<file path="config.mk">
export PLATFORM = sky130hd
export DESIGN_NAME = pmod_gpio_debounce_flat
export DESIGN_NICKNAME = d
export VERILOG_FILES = /design/src/rtl/pmod_gpio_debounce_if.sv /design/src/rtl/pmod_gpio_debounce.sv /design/src/flat_wrapper.sv
export SDC_FILE = /design/constraint.sdc
export NUM_CORES = 1
export LEC_CHECK = 0
export CAP_MARGIN = 15
export CORE_AREA = 3 3 161 85
export CTS_CLUSTER_SIZE = 24
export DETAILED_ROUTE_END_ITERATION = 7
export DIE_AREA = 0 0 164 88
export PLACE_DENSITY = 0.64
export SLEW_MARGIN = 20
export SYNTH_ARGS = -nofsm -noshare
export SYNTH_HDL_FRONTEND = slang
export SYNTH_SLANG_ARGS = --single-unit
export TNS_END_PERCENT = 20
</file>
<file path="constraint.sdc">
create_clock -name aclk -period 2.2 [get_ports aclk]
set_input_delay 0.55 -clock aclk [delete_from_list [all_inputs] [get_ports aclk]]
set_output_delay 0.55 -clock aclk [all_outputs]
set_load 0.005 [all_outputs]
</file>
<file path="src/rtl/pmod_gpio_debounce_if.sv">
// Pin-level bundle between the AXI GPIO core, this debounce block and the Pmod remap stage.
// The slave modport is the debounce block's view; master is the surrounding logic.
interface pmod_gpio_debounce_if #(
  parameter int NUM_PINS = 8
);
  logic [NUM_PINS-1:0] s_gpio_tri_t;
  logic [NUM_PINS-1:0] s_gpio_tri_o;
  logic [NUM_PINS-1:0] s_gpio_tri_i;
  logic [NUM_PINS-1:0] m_gpio_tri_t;
  logic [NUM_PINS-1:0] m_gpio_tri_o;
  logic [NUM_PINS-1:0] m_gpio_tri_i;
  logic [NUM_PINS-1:0] rise_en;
  logic [NUM_PINS-1:0] fall_en;
  logic [NUM_PINS-1:0] edge_clear;
  logic [NUM_PINS-1:0] edge_status;
  logic                irq;

  // Plain level signals: no valid/ready handshake. Readback and edge flags are
  // continuously valid; edge_clear is a one-cycle write-1-to-clear pulse.
  modport slave (
    input  s_gpio_tri_t, s_gpio_tri_o, m_gpio_tri_i, rise_en, fall_en, edge_clear,
    output s_gpio_tri_i, m_gpio_tri_t, m_gpio_tri_o, edge_status, irq
  );

  modport master (
    output s_gpio_tri_t, s_gpio_tri_o, m_gpio_tri_i, rise_en, fall_en, edge_clear,
    input  s_gpio_tri_i, m_gpio_tri_t, m_gpio_tri_o, edge_status, irq
  );
endinterface

</file>
<file path="src/rtl/pmod_gpio_debounce.sv">
// Pmod GPIO pass-through with synchronized, debounced pin readback.
// Optional edge capture / level interrupt enabled by defining PMODGPIO_DEBOUNCE_EDGE_IRQ_EN.
module pmod_gpio_debounce #(
  parameter int NUM_PINS        = 8,
  parameter int SYNC_STAGES     = 2,
  parameter int DEBOUNCE_CYCLES = 1000
) (
  input  logic                       aclk,
  input  logic                       aresetn,
  pmod_gpio_debounce_if.slave        gpio
);
  localparam int            CW      = $clog2(DEBOUNCE_CYCLES + 1);
  localparam logic [CW-1:0] CNT_MAX = CW'(DEBOUNCE_CYCLES - 1);

  logic [NUM_PINS-1:0] sync_q [SYNC_STAGES];
  logic [NUM_PINS-1:0] sync;
  logic [NUM_PINS-1:0] db;
  logic [CW-1:0]       cnt [NUM_PINS];

  assign gpio.m_gpio_tri_t = gpio.s_gpio_tri_t;
  assign gpio.m_gpio_tri_o = gpio.s_gpio_tri_o;
  assign gpio.s_gpio_tri_i = db;
  assign sync              = sync_q[SYNC_STAGES-1];

  always_ff @(posedge aclk or negedge aresetn) begin
    if (!aresetn) begin
      for (int s = 0; s < SYNC_STAGES; s++) sync_q[s] <= '0;
    end else begin
      sync_q[0] <= gpio.m_gpio_tri_i;
      for (int s = 1; s < SYNC_STAGES; s++) sync_q[s] <= sync_q[s-1];
    end
  end

  // Any cycle where sync agrees with db restarts the count, so glitches leave no trace.
  always_ff @(posedge aclk or negedge aresetn) begin
    if (!aresetn) begin
      db <= '0;
      for (int i = 0; i < NUM_PINS; i++) cnt[i] <= '0;
    end else begin
      for (int i = 0; i < NUM_PINS; i++) begin
        if (sync[i] == db[i]) begin
          cnt[i] <= '0;
        end else if (cnt[i] == CNT_MAX) begin
          db[i]  <= sync[i];
          cnt[i] <= '0;
        end else begin
          cnt[i] <= cnt[i] + CW'(1);
        end
      end
    end
  end

`ifdef PMODGPIO_DEBOUNCE_EDGE_IRQ_EN
  logic [NUM_PINS-1:0] update;
  logic [NUM_PINS-1:0] set_vec;
  logic [NUM_PINS-1:0] status_q;
  logic                irq_q;

  always_comb begin
    update = '0;
    for (int i = 0; i < NUM_PINS; i++) update[i] = (sync[i] != db[i]) && (cnt[i] == CNT_MAX);
    set_vec = update & ((sync & gpio.rise_en) | (~sync & gpio.fall_en));
  end

  // Set has priority over a coincident clear.
  always_ff @(posedge aclk or negedge aresetn) begin
    if (!aresetn) begin
      status_q <= '0;
      irq_q    <= 1'b0;
    end else begin
      status_q <= (status_q & ~gpio.edge_clear) | set_vec;
      irq_q    <= |status_q;
    end
  end

  assign gpio.edge_status = status_q;
  assign gpio.irq         = irq_q;
`else
  logic unused_edge_inputs;
  assign unused_edge_inputs = ^{gpio.rise_en, gpio.fall_en, gpio.edge_clear};
  assign gpio.edge_status   = '0;
  assign gpio.irq           = 1'b0;
`endif
endmodule

</file>
<file path="src/flat_wrapper.sv">
// flat-port wrapper written by rule: the top's interface ports become plain ports
module pmod_gpio_debounce_flat 
#(
  parameter int NUM_PINS        = 8,
  parameter int SYNC_STAGES     = 2,
  parameter int DEBOUNCE_CYCLES = 1000
)
  (aclk, aresetn, gpio_s_gpio_tri_t, gpio_s_gpio_tri_o, gpio_m_gpio_tri_i, gpio_rise_en, gpio_fall_en, gpio_edge_clear, gpio_s_gpio_tri_i, gpio_m_gpio_tri_t, gpio_m_gpio_tri_o, gpio_edge_status, gpio_irq);
  pmod_gpio_debounce_if #(.NUM_PINS(NUM_PINS)) gpio_i ();
  input  logic aclk;
  input  logic aresetn;
  input wire logic [$bits(gpio_i.s_gpio_tri_t)-1:0] gpio_s_gpio_tri_t;
  input wire logic [$bits(gpio_i.s_gpio_tri_o)-1:0] gpio_s_gpio_tri_o;
  input wire logic [$bits(gpio_i.m_gpio_tri_i)-1:0] gpio_m_gpio_tri_i;
  input wire logic [$bits(gpio_i.rise_en)-1:0] gpio_rise_en;
  input wire logic [$bits(gpio_i.fall_en)-1:0] gpio_fall_en;
  input wire logic [$bits(gpio_i.edge_clear)-1:0] gpio_edge_clear;
  output wire logic [$bits(gpio_i.s_gpio_tri_i)-1:0] gpio_s_gpio_tri_i;
  output wire logic [$bits(gpio_i.m_gpio_tri_t)-1:0] gpio_m_gpio_tri_t;
  output wire logic [$bits(gpio_i.m_gpio_tri_o)-1:0] gpio_m_gpio_tri_o;
  output wire logic [$bits(gpio_i.edge_status)-1:0] gpio_edge_status;
  output wire logic [$bits(gpio_i.irq)-1:0] gpio_irq;
  assign gpio_i.s_gpio_tri_t = gpio_s_gpio_tri_t;
  assign gpio_i.s_gpio_tri_o = gpio_s_gpio_tri_o;
  assign gpio_i.m_gpio_tri_i = gpio_m_gpio_tri_i;
  assign gpio_i.rise_en = gpio_rise_en;
  assign gpio_i.fall_en = gpio_fall_en;
  assign gpio_i.edge_clear = gpio_edge_clear;
  assign gpio_s_gpio_tri_i = gpio_i.s_gpio_tri_i;
  assign gpio_m_gpio_tri_t = gpio_i.m_gpio_tri_t;
  assign gpio_m_gpio_tri_o = gpio_i.m_gpio_tri_o;
  assign gpio_edge_status = gpio_i.edge_status;
  assign gpio_irq = gpio_i.irq;
  pmod_gpio_debounce #(.NUM_PINS(NUM_PINS), .SYNC_STAGES(SYNC_STAGES), .DEBOUNCE_CYCLES(DEBOUNCE_CYCLES)) u_core (.aclk(aclk), .aresetn(aresetn), .gpio(gpio_i));
endmodule
</file>
==> metrics, run 1 <==
status complete, no violations; final antenna-violating net count 0; setup TNS 0 ns; number of flops mapped to enable cells by yosys 0; Die H 88 µm; Worst Skew 0.00870 ns; global route total overflow 0; CP startpoint kind register; dpl hpwl 5400 µm; Slew HR 63.9%; synthesized instance count 484; post-synth top area cell dfrtp_1; Worst EP required 1.65 ns; RSZ-0062 raised after global routing no; Vias per Instance 5.02; clock latency on the worst-skew pair 0.34 ns; die area 14,400 µm²; CTS tree done; worst-path cell chain clkdlybuf4s50_1; DP Cell Count 655; worst path bufs/invs 1; CTS Buffer Depth 2; IO Port Bufs 17; wire per inst 11.7 µm; fill count 1,194; layout cells sized above 1 7.39%; TritonCTS buffer count 9; maximum vdd drop 0.440 mV; endpoint class of the critical path primary output; CP peak stage delay 0.55 ns; final core utilization 44.2%; antenna fix cells 0; Fmax achieved 0.536 GHz; Yosys reg bits 104; ys flop type dfrtp_1; Max Slew Vio Count 0; WS Path Type reg2out; Setup violations, final 0; ys async rst share 100%; initial antenna violation count 0; Pre-antenna DRT Iters 4; final hold violations 0; number of global-route vias before repair 3,248; Vias 3,369; final critical-path required period 1.86 ns; CP max stage cell clkdlybuf4s50_1; WL final 7820 µm; global placement routability congestion 0.806; Row Count 29; Starting Density 39.6%; drt initial violations 147; die width 164 µm; first-pass GRT wire length 13,900 µm; Layout area overhead 11.7%; Leakage Power 2.28 nW; Reg2Reg Setup Slack 0.36 ns; Worst-path clk slew 0.07 ns; synth warn 0; top cell type's share of synthesized area 52.9%; most frequent cells after synthesis dfrtp_1, nor2_1, nand3_1; Pwr per Cell Area 709 nW/µm²; Worst Path Arrival 1.31 ns; Total GRT Usage 11.7%; post-CTS setup repair buffer count 0; I/O Pins 83; max_cap viols 0; post-CTS sizing 0; post-synthesis sequential area ratio 52.9%; most common cell in the netlist dfrtp_1; clock sinks 104; Distinct cells, synth 41; CORE AREA 12,400 µm²; Final Hold Slack 0.251 ns; final worst-path cycle share 84.7%; Max FO, Critical Path 4; largest net degree at the start of global routing 105; Worst-Margin Slew 0.538 ns; CTS root buffer clkbuf_16; H-tree levels 3; cts hold-fix bufs 0; fin nets 554; mapped cell area 4920 µm²; Non-Filler Instances 671; HP Class in2async; number of remaining DRC errors 0; Syn Area/Cell 10.2 µm²; CP delay by family, top buffers and inverters; ranking of synthesized cells by area dfrtp_1, nor2_1, xnor2_1, nand3_1, xor2_1
-- layer usage --
metal | vias up | global-route usage, % | part of all wire [%]
met1 | 1632 | 14.8 | 49
li1 | 1674 | - | -
met3 | 10 | 3.26 | 3.1
met5 | - | 0 | 0
met4 | 0 | 4.14 | 1.2
met2 | 53 | 19.7 | 46
-- cell type report --
cell class	instances	area (µm²)	area share [%]
Clock buffer	10	239	4.35
Inverter	11	41.3	0.751
Timing Repair Buffer	18	188	3.41
Sequential cell	104	2600	47.3
Tap cell	170	213	3.87
Multi-Input combinational cell	352	2120	38.6
Clock inverter	6	92.6	1.68
-- per-stage QoR --
stage               area, µm²  total power, mW  setup slack, ns
floorplan                4950             2.16            0.468
global placement         5170             2.21            0.384
detailed placement       5170             2.22            0.369
CTS                      5500             3.98            0.302
global route             5500             4.06            0.277
finish                   5500             3.90            0.336
-- cells in the final DEF (no fill, tap or decap), drive strengths merged, types with 5 or more instances in the layout --
cell type	synthesis	final
dfrtp	104	104
nor2	73	73
nand3	41	41
nand2	34	34
xnor2	25	25
a21oi	23	23
xor2	23	23
clkdlybuf4s50	0	16
and3	13	13
o21ai	11	11
inv	11	11
a31oi	10	10
nand4	10	10
clkbuf	0	10
conb	1	9
or3	8	8
nand2b	8	8
ha	8	8
mux2	8	8
nand3b	7	7
nor3	6	6
o21bai	5	5
-- power breakdown --
group          switching, mW  internal [mW]  leakage (nW)
Combinational         0.0983         0.0640         0.732
Clock                  0.697           1.03         0.155
Sequential            0.0468           1.96          1.40
Total                  0.842           3.06          2.28
-- final timing paths --
| check | cells past startpoint | endpoint | from |
|---|---|---|---|
| max | 1 | gpio_s_gpio_tri_i[6] | u_core.gpio.s_gpio_tri_i[6] |
| min | 2 | u_core.gpio.s_gpio_tri_i[3] | aresetn |
| max reg2reg | 5 | u_core.gpio.s_gpio_tri_i[3] | u_core.cnt[40] |
| min reg2reg | 0 | u_core.sync[2] | u_core.sync_q[10] |
| max in group asynchronous | 2 | u_core.cnt[65] | aresetn |
| min in group aclk | 0 | u_core.sync[2] | u_core.sync_q[10] |
-- state kept, by name, indices dropped and copies added (netlist names) --
| name | flops |
|---|---|
| u_core.cnt | 80 |
| u_core.gpio.s_gpio_tri_i | 8 |
| u_core.sync | 8 |
| u_core.sync_q | 8 |
-- cells by family after synthesis --
| group | share of synthesized area, % |
|---|---|
| mux | 1.83 |
| other cells | 0.0762 |
| flops | 52.9 |
| buf+inv | 4.65 |
| compound gates | 7.40 |
| xor+xnor | 8.54 |
| fa+ha+maj | 2.03 |
| simple gates | 22.6 |
Note: power is estimated with default switching activity, not from simulation.
==> inputs of run 2 (changes only) <==
PLACE_DENSITY = 0.67   (was 0.64)
clock period = 1.6 ns   (was 2.2 ns; I/O delays follow)
==> run 2 against run 1 <==
Compared with the run above: die area unchanged; via count rose by 2.8%; clock-buffer cell count is 1 lower; hold slack got worse by 0.21 ns; wire length rose by 7.7%; total power rose by 50%; utilization up 2.9 points; design area increased by 6.5%; sequential share of layout area down 2.9 points; final cell count up 5.1%; sequential power is 37% higher; global-route usage rose by 1.2 points; critical endpoint is now u_core.gpio.s_gpio_tri_i[3]; highest routed layer unchanged.
==> metrics, run 2 (synthesis gave the netlist of run 1 again) <==
CP startpoint kind register; Fmax achieved 0.633 GHz; Die H 88 µm; H-tree levels 3; Pre-antenna DRT Iters 4; Pwr per Cell Area 1000 nW/µm²; max_cap viols 0; clock latency on the worst-skew pair 0.34 ns; DP Area 5410 µm²; max FFs per register 80; Max Slew Vio Count 0; TritonCTS buffer count 9; global placement routability congestion 0.782; I/O Pins 83; setup TNS 0 ns; Worst Path Arrival 1.81 ns; CTS tree done; fin nets 588; die width 164 µm; WL final 8420 µm; worst-path cell chain nand2b_1 -> or4_4 -> nor2_4 -> mux2_4; Starting Density 39.6%; Final Hold Slack 0.0416 ns; global route total overflow 0; first-pass GRT wire length 15,300 µm; HP Class in2async; Vias 3,463; CP peak stage delay 0.52 ns; Worst EP required 1.83 ns; fin area 5850 µm²; routed wl met2 4070 µm; CORE AREA 12,400 µm²; initial antenna violation count 0; number of global-route vias before repair 3,476; commonest non-fill, non-tap cell in the layout dfrtp_1; most frequent cells in the layout dfrtp_1, nor2_1, nand3_1; Max FO, Critical Path 3; CP max stage cell or4_4; Total GRT Usage 12.9%; Vias per Instance 4.91; Layout area overhead 18.9%; clock sinks 104; CTS Buffer Depth 2; endpoint class of the critical path register; Leakage Power 2.54 nW; CTS root buffer clkbuf_16; final worst-path cycle share 98.8%; dpl hpwl 5790 µm; drt initial violations 170; final critical-path required period 1.58 ns; WS Path Type reg2reg; largest net degree at the start of global routing 69; wire per inst 11.9 µm; Worst-path clk slew 0.07 ns; Worst Skew 0.00353 ns; die area 14,400 µm²; final hold violations 0; number of remaining DRC errors 0; Setup violations, final 0; highest routed layer met4; Reg with most FFs u_core.cnt; antenna fix cells 0; status complete, no violations; Row Count 29; maximum vdd drop 0.456 mV; RSZ-0062 raised after global routing yes; layout cells sized above 1 15.1%; metal1 wirelength 3980 µm; IO Port Bufs 17; met3 wire length 265 µm; final antenna-violating net count 0
[run 2: cell count changes in the layout (fill, tap and decap cells not counted), moves of 2 or more]
cell             before  now
mux2_4                0    2
mux2_1                2    0
clkdlybuf4s50_1      16    8
nor2_4                0    2
bufinv_16             2    5
nor2_1               73   71
ha_2                  0    2
buf_4                 1   35
ha_1                  8    6
clkinv_4              2    0
dlygate4sd2_1         0    7
[run 2: layer usage]
| metal | up-vias | track usage (%) |
|---|---|---|
| li1 | 1746 | - |
| met1 | 1661 | 16.1 |
| met2 | 41 | 22.5 |
| met3 | 15 | 3.40 |
| met4 | 0 | 3.68 |
| met5 | - | 0 |
[run 2: area by class of cell]
class / instances / area (µm²)
sequential: 104 / 2600
timing repair buffer: 52 / 437
multi-input combinational: 352 / 2170
tap: 170 / 213
clock buffer: 9 / 225
clock inverter: 7 / 166
inverter: 11 / 41.3
fill: 1139 / 6590
[run 2: what timing repair did]
action,4_1_cts,5_1_grt
setup endpoints to repair,9,12
resized for setup,8,5
hold endpoints to repair,0,0
setup buffers,3,2
pin swaps,0,3
hold buffers,0,0
[run 2: path summary, 6_finish.rpt]
check | startpoint | endpoint | slack, ns | cells after the start
hold / removal | aresetn | u_core.cnt[17] | 0.04 | 2
min in group aclk | u_core.sync_q[13] | u_core.sync[5] | 0.35 | 0
setup / recovery | u_core.cnt[44] | u_core.gpio.s_gpio_tri_i[3] | 0.02 | 4
max in group asynchronous | aresetn | u_core.cnt[3] | 1.16 | 2
hold reg to reg | u_core.sync_q[13] | u_core.sync[5] | 0.35 | 0
setup reg to reg | u_core.cnt[44] | u_core.gpio.s_gpio_tri_i[3] | 0.02 | 4
[run 2: power breakdown]
group,switching [mW],internal [mW]
Sequential,0.0571,2.70
Combinational,0.156,0.132
Clock,0.969,1.85
Total,1.18,4.68
[run 2: stage by stage]
step           util [%]  std cells  total power [mW]  setup WS [ns]
6_report           47.0        705              5.86         0.0198
5_1_grt            47.0        705              6.10        -0.0631
4_1_cts            46.7        703              5.94        0.00833
3_5_place_dp       43.5        684              3.10         0.0205
3_3_place_gp       43.5        684              3.09         0.0353
2_1_floorplan         -        492              2.97        -0.0133
[run 2: critical path: cells and delay by family, from the launching register on]
family           cells  cell delay (ns)
muxes                1             0.29
DFF                  1             0.38
and+or+nand+nor      3             0.79
